$ cat config.mk
export PLATFORM = sky130hd
export DESIGN_NAME = proc_io_sched
export DESIGN_NICKNAME = d
export VERILOG_FILES = /design/src/rtl/sapho_io_pkg.sv /design/src/rtl/proc_io_sched_fifo.sv /design/src/rtl/proc_io_sched.sv
export SDC_FILE = /design/constraint.sdc
export NUM_CORES = 1
export LEC_CHECK = 0
export CAP_MARGIN = 5
export CORE_MARGIN = 2
export CORE_UTILIZATION = 40
export DETAILED_ROUTE_END_ITERATION = 6
export PLACE_DENSITY = 0.64
export SLEW_MARGIN = 25
export SYNTH_ARGS = -nofsm -noshare
export SYNTH_HDL_FRONTEND = slang
export SYNTH_SLANG_ARGS = --single-unit
$ cat constraint.sdc
create_clock -name clk -period 3.4 [get_ports clk]
set_input_delay 0.68 -clock clk [delete_from_list [all_inputs] [get_ports clk]]
set_output_delay 0.68 -clock clk [all_outputs]
set_load 0.01 [all_outputs]
$ cat src/rtl/sapho_io_pkg.sv
// Shared types and constants for the zero-cross processor I/O scheduler.
//   - state_t      : scheduler FSM states
//   - DATA_W_DEF   : default sample width
//   - CH0 / CH1    : channel indices into per-channel packed vectors
package sapho_io_pkg;
  localparam int DATA_W_DEF = 32;
  localparam int NUM_CH     = 2;
  localparam int CH0        = 0;
  localparam int CH1        = 1;

  typedef enum logic [1:0] {
    IDLE = 2'd0,
    FIRE = 2'd1,
    RUN  = 2'd2,
    DONE = 2'd3
  } state_t;
endpackage

$ cat src/rtl/proc_io_sched_fifo.sv
// sync_fifo: single-clock FIFO, one per scheduler channel.
// Ports:
//   clk, rst  clock, async active-high reset (pointers/count only)
//   push/din  write strobe and data; ignored when full
//   pop       read strobe; ignored when empty
//   dout      current head (raw storage, not masked when empty)
//   count     occupancy, log2(FIFO_DEPTH)+1 bits
//   full/empty occupancy flags
module sync_fifo #(
  parameter int DATA_W     = 32,
  parameter int FIFO_DEPTH = 16
) (
  input  logic                          clk,
  input  logic                          rst,
  input  logic                          push,
  input  logic                          pop,
  input  logic [DATA_W-1:0]             din,
  output logic [DATA_W-1:0]             dout,
  output logic [$clog2(FIFO_DEPTH):0]   count,
  output logic                          full,
  output logic                          empty
);
  localparam int AW = $clog2(FIFO_DEPTH);

  logic [DATA_W-1:0] mem [FIFO_DEPTH];
  logic [AW-1:0]     wr_ptr, rd_ptr;
  logic              do_push, do_pop;

  assign full    = (count == (AW+1)'(FIFO_DEPTH));
  assign empty   = (count == '0);
  // Full FIFO: the pop still goes through, the push is dropped.
  assign do_push = push & ~full;
  assign do_pop  = pop  & ~empty;
  assign dout    = mem[rd_ptr];

  always_ff @(posedge clk or posedge rst) begin
    if (rst) begin
      wr_ptr <= '0;
      rd_ptr <= '0;
      count  <= '0;
    end else begin
      if (do_push) wr_ptr <= wr_ptr + 1'b1;
      if (do_pop)  rd_ptr <= rd_ptr + 1'b1;
      case ({do_push, do_pop})
        2'b10:   count <= count + 1'b1;
        2'b01:   count <= count - 1'b1;
        default: count <= count;
      endcase
    end
  end

  // Storage is not reset; count/pointers define what is valid.
  always_ff @(posedge clk) begin
    if (do_push) mem[wr_ptr] <= din;
  end
endmodule

$ cat src/rtl/proc_io_sched.sv
// proc_io_sched: input/output scheduler for the zero-cross processor wrapper.
// Buffers two sample streams, presents FIFO heads on in0/in1, fires itr when
// a full frame is buffered on both channels, and waits for the last output
// strobe (out_en[N_OUT-1]) to end the frame.
// Ports:
//   clk, rst                 clock, async active-high reset
//   s0_*/s1_*                sample streams (data, valid, ready = not full)
//   req_in[1:0]              processor read strobes (pop ch0/ch1)
//   out_en[N_OUT-1:0]        processor write strobes
//   in0, in1                 FIFO heads, 0 when empty
//   itr, frame_done          one-cycle pulses (FIRE / DONE states)
//   busy                     FSM not IDLE
//   err_clr                  clears sticky ovf/unf/timeout (set wins)
//   ovf, unf, timeout        sticky error flags
// Build option: define WDOG_EN to add the RUN-state watchdog (WDOG_CYC cycles);
// without it timeout is tied 0.
module proc_io_sched
  import sapho_io_pkg::*;
#(
  parameter int DATA_W     = DATA_W_DEF,
  parameter int FIFO_DEPTH = 16,
  parameter int FRAME_LEN  = 8,
  parameter int N_OUT      = 5,
  parameter int WDOG_CYC   = 65535
) (
  input  logic              clk,
  input  logic              rst,
  input  logic [DATA_W-1:0] s0_data,
  input  logic              s0_valid,
  output logic              s0_ready,
  input  logic [DATA_W-1:0] s1_data,
  input  logic              s1_valid,
  output logic              s1_ready,
  input  logic [1:0]        req_in,
  input  logic [N_OUT-1:0]  out_en,
  output logic [DATA_W-1:0] in0,
  output logic [DATA_W-1:0] in1,
  output logic              itr,
  output logic              frame_done,
  output logic              busy,
  input  logic              err_clr,
  output logic [1:0]        ovf,
  output logic [1:0]        unf,
  output logic              timeout
);
  localparam int CW = $clog2(FIFO_DEPTH) + 1;

  logic [NUM_CH-1:0][DATA_W-1:0] din, dout;
  logic [NUM_CH-1:0][CW-1:0]     cnt;
  logic [NUM_CH-1:0]             valid, full, empty;
  logic                          last_wr, wdog_hit;
  state_t                        state, state_n;

  assign din[CH0]   = s0_data;
  assign din[CH1]   = s1_data;
  assign valid      = {s1_valid, s0_valid};
  assign s0_ready   = ~full[CH0];
  assign s1_ready   = ~full[CH1];
  assign in0        = empty[CH0] ? '0 : dout[CH0];
  assign in1        = empty[CH1] ? '0 : dout[CH1];

  for (genvar ch = 0; ch < NUM_CH; ch++) begin : g_ch
    sync_fifo #(.DATA_W(DATA_W), .FIFO_DEPTH(FIFO_DEPTH)) u_fifo (
      .clk   (clk),
      .rst   (rst),
      .push  (valid[ch]),
      .pop   (req_in[ch]),
      .din   (din[ch]),
      .dout  (dout[ch]),
      .count (cnt[ch]),
      .full  (full[ch]),
      .empty (empty[ch])
    );
  end

  // Sticky errors: a set in the same cycle as err_clr wins.
  always_ff @(posedge clk or posedge rst) begin
    if (rst) begin
      ovf <= '0;
      unf <= '0;
    end else begin
      ovf <= (ovf & {2{~err_clr}}) | (valid  & full);
      unf <= (unf & {2{~err_clr}}) | (req_in & empty);
    end
  end

  assign last_wr = out_en[N_OUT-1];

`ifdef WDOG_EN
  logic [15:0] wdog_cnt;
  // A last write in the expiry cycle completes the frame normally.
  assign wdog_hit = (state == RUN) && !last_wr && (wdog_cnt == 16'(WDOG_CYC - 1));

  always_ff @(posedge clk or posedge rst) begin
    if (rst) begin
      wdog_cnt <= '0;
      timeout  <= 1'b0;
    end else begin
      if (state == FIRE)     wdog_cnt <= '0;
      else if (state == RUN) wdog_cnt <= wdog_cnt + 1'b1;
      timeout <= (timeout & ~err_clr) | wdog_hit;
    end
  end
`else
  assign wdog_hit = 1'b0;
  assign timeout  = 1'b0;
`endif

  always_ff @(posedge clk or posedge rst) begin
    if (rst) state <= IDLE;
    else     state <= state_n;
  end

  always_comb begin
    state_n = state;
    case (state)
      IDLE: if (cnt[CH0] >= CW'(FRAME_LEN) && cnt[CH1] >= CW'(FRAME_LEN)) state_n = FIRE;
      FIRE: state_n = RUN;
      RUN:  if (last_wr)       state_n = DONE;
            else if (wdog_hit) state_n = IDLE;
      DONE: state_n = IDLE;
      default: state_n = IDLE;
    endcase
  end

  assign itr        = (state == FIRE);
  assign frame_done = (state == DONE);
  assign busy       = (state != IDLE);
endmodule
==> impl_results.md <==
* Hold Violations, Final at 0
* Total clock buffers created by CTS at about 110
* Share of async-settable or async-resettable flops after synthesis at under 10%
* CP Max Fanout at 7
* VDD IR-drop max at approximately 0.67 mV
* Flop and latch count out of synthesis at 1056
* Start-to-end type of the worst setup path: reg -> out
* Setup clock skew after layout at about 0.026 ns
* Area fraction of the dominant cell type after synthesis at 75.67%
* Overall power consumption at 43.04 mW
* Final setup margin at 0.04314 ns
* Combinational family with the most area after synthesis: multiplexers
* Routability congestion estimate at 0.7569
* Vias in the first global route at around 21000
* Core footprint at 100400 sq um
* Global-route congestion overflow total at 0
* Most frequent cells in the layout: edfxtp_1, mux4_2, clkbuf_16
* Number of vias per cell after detailed routing at 5.516
* Floorplan die height at between 300 and 400 um
* Total standard cell area after synthesis at 40640 sq um
* Die area at ~100000 sq um
* Sequential fraction of the synthesis area at 77.64%
* DR WL/cell at 26.40 um
* Initial cell density of the core at 40.46%
* Synth Area in Compound Gates at 3.036%
* Average instance area after synthesis at 22.03 sq um
* Number of endpoints failing setup at the final stage at 0
* Number of buffers on the longest clock path at 3
* Cell type with the highest aggregate area in the netlist: edfxtp_1
* Number of distinct library cells after synthesis at 45
* Residual DRC count at 0
* Highest clock rate at 0.2979 GHz
* Worst hold slack at 0.5241 ns
* Clock slew at the register clock pins of the worst setup and hold paths at 0.06 ns
* Largest net degree at the start of global routing at 41
* Total of max-cap violations at 0
* Row count at 116
* Mux share of post-synthesis cell area at 15.06%
* Endpoint type of the worst setup path: output port
* Xor/xnor cell area share of the yosys netlist at 0.4957%
* Number of antenna-violating nets in the routed design at 0
* Post-route minimum period at 3.357 ns
* Synthesized-area fraction occupied by and/or/nand/nor cells at under 10%
* Drt first pass iters at 7
* TritonCTS clock tree: yes
* Total wire length at approximately 96000 um
* Tot GR Track Use at 18.66%
* Root buffer cell: clkbuf_16
* Final Max Tran Viols at 0
* Number of buffers added on ports at about 140
* Final period util at 98.73%
* Area share of fa/ha/maj cells after synthesis at less than 1%
* H-tree lvl count at 3
* WP data required at 2.72 ns
* Power per cell area at 864.1 nW/um^2
* Insertion delay to the later sink of the worst-skew pair at around 0.7 ns
* Die boundary width at 322.7 um
* Commonest non-fill, non-tap cell in the layout: edfxtp_1
* Number of top-level design ports at 150
* DPL Wire Length at 51360 um
* Worst slack after detailed placement at ~0.28 ns
* Proportion of layout cells with a drive suffix above 1 at 34.29%
* Static leakage at 16.07 nW
* Clk sinks at 1056
* Count of routing violations after the opening detailed-route iteration at roughly 2000
* Main area contributors after synthesis: edfxtp_1, mux4_2, dfrtp_1
* Antenna violations before repair at 7
* Run status: finished, final reports clean
* Synthesized net count at 1943
* Number of enable-type register cells in the synthesized netlist at 1024
* Count of warnings emitted by yosys at 0
* Kind of start point of the critical path: register
* Arrival time of the worst setup path at 2.68 ns
* Worst hold path class: reg -> reg
* Relative slew margins at 41.53%
* Slew at the pin with the worst max-slew slack at 0.8761 ns
* Global-route wire length before repair at 140400 um
* Cell count after synthesis at 1845
* Syn-to-layout area delta at 22.57%
* Setup repair after global routing missed its margin: true
* Most used flip-flop cell after synthesis: edfxtp_1
* Post-layout nets at 2280
* Via count at approximately 20000
* Cts hold-fix bufs at 0
## logic make-up (layout without fill, tap and decap cells)
group                    after synthesis  in the layout
AND/OR/NAND/NOR                      127            127
XOR/XNOR                              23             23
AO/OA/AOI/OAI                        196            196
other                                  1              3
buffers and inverters                124            551
adder cells (fa/ha/maj)               22             22
multiplexers                         296            296
flip-flops                          1056           1056
## flip-flops by register name (all words and copies together), names as in the netlist
register and count:
g_ch.u_fifo.mem 1024, state 2, g_ch.u_fifo.count 10, g_ch.u_fifo.rd_ptr 8, g_ch.u_fifo.wr_ptr 8, ovf 2
unf 2
## worst paths after layout
check / cells after the start / start / slack, ns / to
hold / removal: 2 / unf[1] / 0.52 / unf[1]
setup reg to reg: 11 / g_ch[0].u_fifo.count[0] / 0.59 / g_ch[0].u_fifo.count[4]
hold reg to reg: 2 / unf[1] / 0.52 / unf[1]
min in group asynchronous: 2 / rst / 0.59 / g_ch[1].u_fifo.wr_ptr[3]
max in group asynchronous: 3 / rst / 2.12 / g_ch[0].u_fifo.count[1]
setup / recovery: 8 / g_ch[1].u_fifo.rd_ptr[1] / 0.04 / in1[20]
## critical path, cell delays in order, from the launching register on
cell       delay, ns
dfrtp_4         0.50
buf_12          0.16
buf_16          0.15
clkbuf_16       0.16
buf_4           0.13
mux4_2          0.43
a22oi_1         0.19
a21oi_1         0.10
buf_2           0.16
## Yosys cell counts (2+ instances only)
cell / n
nand3b_1: 2
o31ai_1: 2
nor2b_1: 9
o22ai_1: 35
buf_8: 2
a21oi_1: 38
buf_6: 12
nand3_1: 6
o21ai_1: 32
ha_1: 22
and2_1: 3
nand2_1: 19
xor2_1: 10
edfxtp_1: 1024
mux2_2: 2
inv_1: 18
mux2_1: 2
o21ai_0: 11
mux4_2: 252
nor3_1: 8
buf_1: 10
a22oi_1: 67
a21boi_2: 2
nand2b_1: 7
clkbuf_1: 45
a31oi_1: 2
mux2i_1: 40
buf_2: 29
nor4_4: 2
dfrtp_1: 32
xnor2_1: 13
nand4_1: 3
buf_4: 7
and3b_1: 2
nor2_1: 63
a211oi_1: 2
a21o_1: 2
## metrics by stage
| stage | util (%) | TNS (ns) | instances | cell area [sq um] |
|---|---|---|---|---|
| after floorplan | - | 0 | 1845 | 40680 |
| after global placement | 44.75 | 0 | 3346 | 44940 |
| after detailed placement | 44.75 | 0 | 3346 | 44940 |
| after CTS | 49.38 | -0.2323 | 3620 | 49600 |
| after global routing | 49.59 | -0.1589 | 3630 | 49810 |
| final | 49.59 | 0 | 3631 | 49810 |
## where the power goes
| part | leakage [nW] | internal [mW] | switching (mW) |
|---|---|---|---|
| sequential | 9.63 | 15.7 | 0.649 |
| combinational | 4.80 | 7.60 | 7.84 |
| clock | 1.64 | 6.45 | 4.77 |
| total | 16.1 | 29.8 | 13.3 |
## per-layer routing
metal / routed length (um) / share of wire, % / GRT usage (%)
met5: 66 / 0.069 / 0
met4: 2622 / 2.7 / 5.964
met3: 6331 / 6.6 / 4.244
met2: 49210 / 51 / 32.00
met1: 37620 / 39 / 23.56
## area by class of cell
type,count,area (sq um)
tap,1357,1698
multi-input combinational,665,9190
clock buffer,147,2963
inverter,19,72.57
sequential,1056,31570
fill,7959,50630
antenna,2,5.005
clock inverter,51,382.9
timing repair buffer,334,3929
## what timing repair did
action / in CTS / in global routing
pin swaps: 22 / 22
resized for setup: 267 / 79
gates cloned: 15 / 2
buffers inserted: 61 / 9
endpoints found under the setup margin: 64 / 47
Power figures use the tool's default switching activity.
